File: config.mk
export PLATFORM = sky130hd
export DESIGN_NAME = mte_block_loader
export DESIGN_NICKNAME = d
export VERILOG_FILES = /design/src/rtl/mte_block_loader.sv
export SDC_FILE = /design/constraint.sdc
export NUM_CORES = 2
export LEC_CHECK = 0
export BUFFER_PORTS_ARGS = -buffer_cell sky130_fd_sc_hd__clkbuf_2
export CAP_MARGIN = 10
export CORE_MARGIN = 1.5
export CORE_UTILIZATION = 55
export DETAILED_ROUTE_END_ITERATION = 16
export MAX_ROUTING_LAYER = met4
export PLACE_DENSITY = 0.79
export SKIP_CTS_REPAIR_TIMING = 1
export SYNTH_ARGS = -nofsm -noshare
export SYNTH_HDL_FRONTEND = slang
export SYNTH_SLANG_ARGS = --single-unit
File: constraint.sdc
create_clock -name clock -period 3.3 [get_ports clock]
set_input_delay 0.33 -clock clock [delete_from_list [all_inputs] [get_ports clock]]
set_output_delay 0.33 -clock clock [all_outputs]
set_load 0.02 [all_outputs]
File: src/rtl/mte_block_loader.sv
// mte_block_loader: byte-serial front end for the MTE core.
// Assembles key and data frames (first byte at the MSB) into N-bit registers,
// then presents each data block to MTE with a one-cycle start strobe and waits
// for MTE to report completion.
// Optional build macro MTE_LOADER_TIMEOUT_EN: bounds WAIT to TIMEOUT cycles and
// raises err_timeout when that bound expires.
//
// state | meaning
// ------+-----------------------------------------------------------
// IDLE  | no frame in progress; first accepted byte latches frame type/mode
// FILL  | collecting bytes of the current frame into the assembly register
// ISSUE | one cycle, blk_start=1, block presented to MTE
// WAIT  | waiting for blk_done (or timeout when compiled in)
module mte_block_loader #(
   parameter int N       = 256,
   parameter int TIMEOUT = 64
) (
   input  logic         clock,
   input  logic         reset_n,
   input  logic         in_valid,
   output logic         in_ready,
   input  logic [7:0]   in_data,
   input  logic         in_last,
   input  logic         in_is_key,
   input  logic         in_sel,
   output logic [N-1:0] blk_key,
   output logic [N-1:0] blk_data,
   output logic         blk_sel,
   output logic         blk_start,
   input  logic         blk_done,
   output logic         busy,
   output logic         key_loaded,
   output logic         err_timeout
);

   localparam int NB = N / 8;
   localparam int CW = (NB > 1) ? $clog2(NB) : 1;

   typedef enum logic [1:0] {
      S_IDLE  = 2'd0,
      S_FILL  = 2'd1,
      S_ISSUE = 2'd2,
      S_WAIT  = 2'd3
   } state_t;

   state_t        state;
   state_t        state_nx;
   logic [CW-1:0] cnt;
   logic [N-1:0]  asm_q;
   logic [N-1:0]  asm_d;
   logic          is_key_q;
   logic          sel_q;
   logic          acc;
   logic          frame_end;
   logic          cur_key;
   logic          cur_sel;
   logic          tmo;

   // Frame type and mode come from the live inputs on the first byte only;
   // afterwards the latched copies are used so mid-frame changes are ignored.
   assign acc       = in_valid && ((state == S_IDLE) || (state == S_FILL));
   assign cur_key   = (state == S_IDLE) ? in_is_key : is_key_q;
   assign cur_sel   = (state == S_IDLE) ? in_sel    : sel_q;
   assign frame_end = acc && (in_last || (cnt == CW'(NB - 1)));

`ifdef MTE_LOADER_TIMEOUT_EN
   localparam int TW = $clog2(TIMEOUT + 1);
   logic [TW-1:0] tcnt;
   logic          err_q;

   // blk_done wins over an expiring timer on the same cycle.
   assign tmo         = (state == S_WAIT) && !blk_done && (tcnt == TW'(TIMEOUT - 1));
   assign err_timeout = err_q;

   // WAIT cycle counter; held at zero outside WAIT so it starts clean on entry.
   always_ff @(posedge clock or negedge reset_n) begin
      if (!reset_n) begin
         tcnt  <= '0;
         err_q <= 1'b0;
      end else begin
         tcnt  <= (state == S_WAIT) ? tcnt + 1'b1 : '0;
         err_q <= tmo;
      end
   end
`else
   assign tmo         = 1'b0;
   // Constant 0; TIMEOUT only has meaning in the timeout build.
   assign err_timeout = (TIMEOUT < 0);
`endif

   // Next assembly value: cleared on a frame's first byte, byte k lands at the k-th byte from the top.
   always_comb begin
      asm_d = (state == S_IDLE) ? '0 : asm_q;
      for (int k = 0; k < NB; k++) begin
         if (cnt == CW'(k)) asm_d[N-1-8*k -: 8] = in_data;
      end
   end

   // State register.
   always_ff @(posedge clock or negedge reset_n) begin
      if (!reset_n) state <= S_IDLE;
      else          state <= state_nx;
   end

   // Next-state and handshake/strobe outputs.
   always_comb begin
      state_nx  = state;
      in_ready  = 1'b0;
      blk_start = 1'b0;
      busy      = 1'b0;
      case (state)
         S_IDLE: begin
            in_ready = 1'b1;
            if (frame_end)  state_nx = cur_key ? S_IDLE : S_ISSUE;
            else if (acc)   state_nx = S_FILL;
         end
         S_FILL: begin
            in_ready = 1'b1;
            if (frame_end)  state_nx = cur_key ? S_IDLE : S_ISSUE;
         end
         S_ISSUE: begin
            blk_start = 1'b1;
            busy      = 1'b1;
            state_nx  = S_WAIT;
         end
         S_WAIT: begin
            busy = 1'b1;
            if (blk_done || tmo) state_nx = S_IDLE;
         end
         default: state_nx = S_IDLE;
      endcase
   end

   // Byte counter, assembly register and the MTE-facing registers.
   always_ff @(posedge clock or negedge reset_n) begin
      if (!reset_n) begin
         cnt        <= '0;
         asm_q      <= '0;
         is_key_q   <= 1'b0;
         sel_q      <= 1'b0;
         blk_key    <= '0;
         blk_data   <= '0;
         blk_sel    <= 1'b0;
         key_loaded <= 1'b0;
      end else if (acc) begin
         if (state == S_IDLE) begin
            is_key_q <= in_is_key;
            sel_q    <= in_sel;
         end
         asm_q <= asm_d;
         cnt   <= frame_end ? '0 : cnt + 1'b1;
         if (frame_end) begin
            if (cur_key) begin
               blk_key    <= asm_d;
               key_loaded <= 1'b1;
            end else begin
               blk_data <= asm_d;
               blk_sel  <= cur_sel;
            end
         end
      end
   end

endmodule

## Word-level counts from Yosys, hierarchy flattened

Cells that the tools add are included.

- $add $sub $neg: 1
- Equal/unequal tests: 37
- Multiplexer cells: 45
- Bitwise gates (word level): 1
- Reduce and logical (&&, ||, !) cells: 11

Operator list:

| kind | count |
|---|---|
| 2-to-1 mux 256 bit | 1 |
| 2-to-1 mux 8 bit | 32 |
| equality test 5 bit (second input constant) | 16 |
| equality test 5 x 4 -> 1 bit (second input constant) | 8 |
| equality test 5 x 3 -> 1 bit (second input constant) | 4 |
| equality test 5 x 2 -> 1 bit (second input constant) | 2 |
| 2-to-1 mux 2 bit | 5 |
| AND reduction 3 bit | 3 |
| one-hot mux 2 bit (4 select lines) | 1 |
| adder 5 x 1 -> 5 bit (second input constant) | 1 |
| equality test 5 x 1 -> 1 bit (second input constant) | 1 |
| logical NOT 5 bit | 1 |
| 2-to-1 mux 1 bit | 5 |
| 2-to-1 mux 5 bit | 1 |
| equality test 2 bit (second input constant) | 2 |
| inequality test 2 bit (second input constant) | 2 |
| OR reduction 2 bit | 2 |
| inequality test 3 bit (second input constant) | 1 |
| equality test 2 x 1 -> 1 bit (second input constant) | 1 |
| logical AND 1 bit | 2 |
| logical NOT 2 bit | 1 |
| logical OR 1 bit | 2 |
| inverter 1 bit | 1 |

- Register bits after elaboration: 779
- Output and inout bits: 518
- Logic and storage cells: 104

## Depth between registers and ports, before layout

- Word-level depth: 6
- Depth in mapped cells: 11
- Gate-level depth less buffers: 6

## Least setup slack after synthesis

No wires, ideal clock.

- Path type: register -> register
- Start: reg cnt[2]
- End: reg blk_data[236]
- Library setup time: 125 ps
- Data arrival time: 2,453 ps
- Required time: 3,175 ps
- Slack: 722 ps
- Cell stages (with the launch flop): 12
- Path buffers: 6
- Path through: dfrtp_1 > buf_2 > buf_2 > and3_1 > ha_1 > clkbuf_1 > nor2_1 > nor4bb_1 > buf_2 > buf_4 > buf_4 > mux2_2

- Longest elaborated chain between the ends: 4

RTL lines:

| item | line | source |
|---|---|---|
| from (decl) | 48 | `logic [CW-1:0] cnt;` |
| from (signal assigned) | 151 | `cnt <= frame_end ? '0 : cnt + 1'b1;` |
| equality test 5 bit | 64 | `assign frame_end = acc && (in_last \|\| (cnt == CW'(NB - 1)));` |
| logical OR 1 bit | 64 |  |
| logical AND 1 bit | 64 |  |
| AND reduction 3 bit (no source line) | -- |  |
| to (signal assigned) | 157 | `blk_data <= asm_d;` |
| to (decl) | 27 | `output logic [N-1:0] blk_data,` |

Several ways; a longest one is shown, not always the timed one.
A chain may end at the register's enable or synchronous reset.

## Worst setup path in the final report

- Start: reg state[1]
- End: out busy

- Longest elaborated chain between the ends: 3

RTL lines:

| item | line | source |
|---|---|---|
| from (decl) | 46 | `state_t state;` |
| from (signal assigned) | 102 | `else state <= state_nx;` |
| equality test 2 bit | 111 | `case (state)` |
| OR reduction 2 bit (no source line) * | -- |  |
| 2-to-1 mux 1 bit * | 111 |  |
| to (decl) | 31 | `output logic busy,` |

Every way passes the cells marked *; elsewhere a longest branch is shown, timed or not.

==> results by group <==
Global routing
  – GRT overflow: 0
  – GRT Util Overall: 0.3086
  – Global-route wire length before repair: ~140000 um
  – Number of global-route vias before repair: roughly 24000
  – Largest net degree at the start of global routing: 146
  – Antenna violations before repair: 1

Placement
  – PortBufs: approximately 530
  – Routability Congestion: between 0.8 and 0.9
  – Detailed Place HPWL: roughly 60000 um

Worst setup path
  – Worst Setup SP: state[1]$_DFFE_PN0P_
  – Critical path class: reg2out
  – Worst r2r src: cnt[1]$_DFFE_PN0N_
  – Peak fanout along the critical path: 114
  – Crit path buffers/inverters: 2
  – Crit path capture type: output port
  – Worst Path Required: approximately 3 ns
  – Largest stage delay, worst path: 0.84 ns
  – Crit path launch type: flip-flop
  – CP max stage cell: buf_4
  – CP delay by family, top: buffers and inverters
  – Crit path DAT: 2.60 ns
  – Cell Chain, Critical Path: buf_4, clkbuf_2

Timing
  – RSZ-0062 raised after global routing: false
  – Fin crit share: 0.8891
  – Least-Margin Pin Slew: 1.280 ns
  – Min Tclk post-route: just under 3 ns
  – Final Setup Violations: 0
  – Setup TNS Final: 0 ns
  – Max Freq: between 0.3 and 0.4 GHz
  – Max Slew Vio Count: 0
  – Layout Skew: 0.02513 ns
  – Slew headroom: 0.1467
  – Number of hold violations in the final report: 0

Route
  – Via Count: approximately 23000
  – First drt pass iteration count: 5
  – Routed len/inst: 25.12 um
  – Routed Wire Length: 94210 um
  – Iter 0 DRT Violations: 2468
  – DRC: 0
  – Final ANT Viol Nets: 0
  – Vias per cell: 6.194

Clocking
  – Clk root buf: clkbuf_16
  – CTS Buf Count: 80
  – Sink Count: 779
  – Clock Tree Buf Depth: 3
  – Clock transition at the registers of the reported paths: 0.06 ns
  – CTS tree: built
  – H-tree depth: 3
  – Clock Latency Late Sink: roughly 0.64 ns

Pwr
  – Worst-case vdd ir drop: 0.7467 mV
  – P_leak: 21.88 nW
  – Total chip power: 28.45 mW
  – Pwr Density: 720.8 nW/um2

Synth
  – Top_reg_cell synth: dfrtp_1
  – Post-synth EDFFs: 0
  – Post-synthesis instance total: 2451
  – YS warnings: 0
  – Netlist Area Pre-Place: between 30000 and 40000 um2
  – Mean Syn Cell Area: 13.65 um2
  – Area contributors post-synth: dfrtp_1 (58%), mux2_1 (10%), mux2_2 (7.6%)
  – Synth area leader: dfrtp_1
  – Yosys top cell area share: 0.5825
  – Synthesized net count: 2472
  – Yosys cell types: 38
  – Yosys reg bits: 779
  – Synth async-reset ratio: 1.000
  – Sequential-to-total area share from yosys stat: 0.5825

Finish
  – Layout cells sized above 1: 0.3279
  – Synthesis-to-finish area growth: 17.94%
  – Final net count: between 2000 and 3000

Min path
  – Worst Hold Class: in2reg
  – Worst hold path startpoint: in_valid

Die
  – Initial Util: 0.5555
  – # IOs: 533
  – Overall die area: between 60000 and 70000 um2
  – Die height: ~250 um
  – Core ar.: 60250 um2
  – Die width: 249.7 um
  – Std cell rows: 90

Flow run
  – Max_cap viols: 0

Status
  – Status: finished clean
[worst register-to-register path, cell delays in order (launching register included)]
cell and delay (ns):
dfrtp_1 0.41, inv_1 0.11, ha_1 0.52, nand4b_1 0.73, nor2_1 0.73, a22o_1 0.25
[cells in the mapped netlist, types with 2 or more instances]
library cell / n
dfrtp_1: 779
mux2_1: 304
o21ai_0: 280
a22o_1: 240
mux2i_1: 240
mux2_2: 225
clkbuf_1: 125
buf_4: 50
buf_2: 48
nor2_1: 32
a21o_1: 31
nand2_1: 19
inv_1: 13
nand4bb_1: 12
nand4b_1: 11
ha_1: 6
buf_1: 4
or4b_1: 4
nand4_1: 3
nor2_2: 3
buf_6: 2
nand2b_1: 2
nand3_1: 2
or2_2: 2
[final cells by class]
class,count,area [um2]
Sequential cell,779,19500
Timing Repair Buffer,600,3391
Clock buffer,118,2396
Antenna cell,1,2.502
Fill cell,4285,20770
Inverter,13,48.80
Clock inverter,27,317.8
Multi-Input combinational cell,1430,12840
Tap cell,782,978.4
[layout by cell type (no fill, tap or decap), types with 2 or more instances in the layout]
| cell type | count |
|---|---|
| a21o_1 | 31 |
| a22o_1 | 240 |
| buf_12 | 16 |
| buf_4 | 51 |
| bufinv_16 | 5 |
| clkbuf_1 | 14 |
| clkbuf_16 | 81 |
| clkbuf_2 | 530 |
| clkbuf_8 | 23 |
| clkinv_2 | 14 |
| clkinv_8 | 4 |
| clkinvlp_4 | 2 |
| dfrtp_1 | 777 |
| dfrtp_4 | 2 |
| dlygate4sd3_1 | 2 |
| ha_1 | 6 |
| inv_1 | 5 |
| inv_2 | 8 |
| inv_6 | 2 |
| mux2_1 | 304 |
| mux2_2 | 225 |
| mux2i_1 | 240 |
| nand2_1 | 19 |
| nand3_1 | 2 |
| nand4_1 | 3 |
| nand4b_1 | 11 |
| nand4bb_1 | 12 |
| nor2_1 | 32 |
| nor2_2 | 3 |
| o21ai_0 | 280 |
| or2_2 | 2 |
| or4b_1 | 4 |
[logic make-up after synthesis]
family,after synthesis,share of synthesized area
other cells,1,0.0001120
simple gates,96,0.01727
compound gates,558,0.1132
flops,779,0.5825
buf+inv,242,0.03499
mux,769,0.2498
fa+ha+maj,6,0.002243
[worst paths after layout]
path,to,slack [ns],depth (start not counted)
setup / recovery,busy,0.37,2
hold / removal,state[0]$_DFFE_PN0P_,0.02,3
setup reg to reg,asm_q[49]$_DFFE_PN0N_,0.49,5
hold reg to reg,key_loaded$_DFFE_PN0P_,0.48,1
max in group asynchronous,blk_data[42]$_DFFE_PN0P_,1.82,4
min in group asynchronous,blk_key[197]$_DFFE_PN0P_,0.28,2
[where the power goes]
part	switching, mW	total [mW]	internal [mW]
registers	0.901	11.7	10.8
clock network	3.78	9.22	5.44
logic	4.98	7.48	2.50
[sequential cells by signal (all words and copies together) (netlist names)]
name	flops
cnt	5
state	2
blk_sel	1
key_loaded	1
sel_q	1
blk_data	256
blk_key	256
asm_q	256
is_key_q	1
[stage by stage]
stage / setup WS (ns) / std cells / hold WS [ns] / utilization / instance area [um2]
floorplan: 0.7218 / 2451 / 0.03441 / - / 33470
global placement: 0.6462 / 3602 / 0.3742 / 0.6098 / 36740
detailed placement: 0.5455 / 3602 / 0.3848 / 0.6098 / 36740
CTS: 0.4214 / 3747 / -0.3008 / 0.6548 / 39450
global route: 0.2865 / 3750 / 0.03730 / 0.6552 / 39470
finish: 0.3660 / 3750 / 0.02376 / 0.6552 / 39470
[routing by layer]
metal	up-vias	global-route usage	wire length [um]
li1	9867	-	-
met1	12060	0.4021	38480
met2	1113	0.4789	45490
met3	188	0.06310	7257
met4	0	0.1167	2981
met5	-	-	0
(Power assumes the default switching activity.)
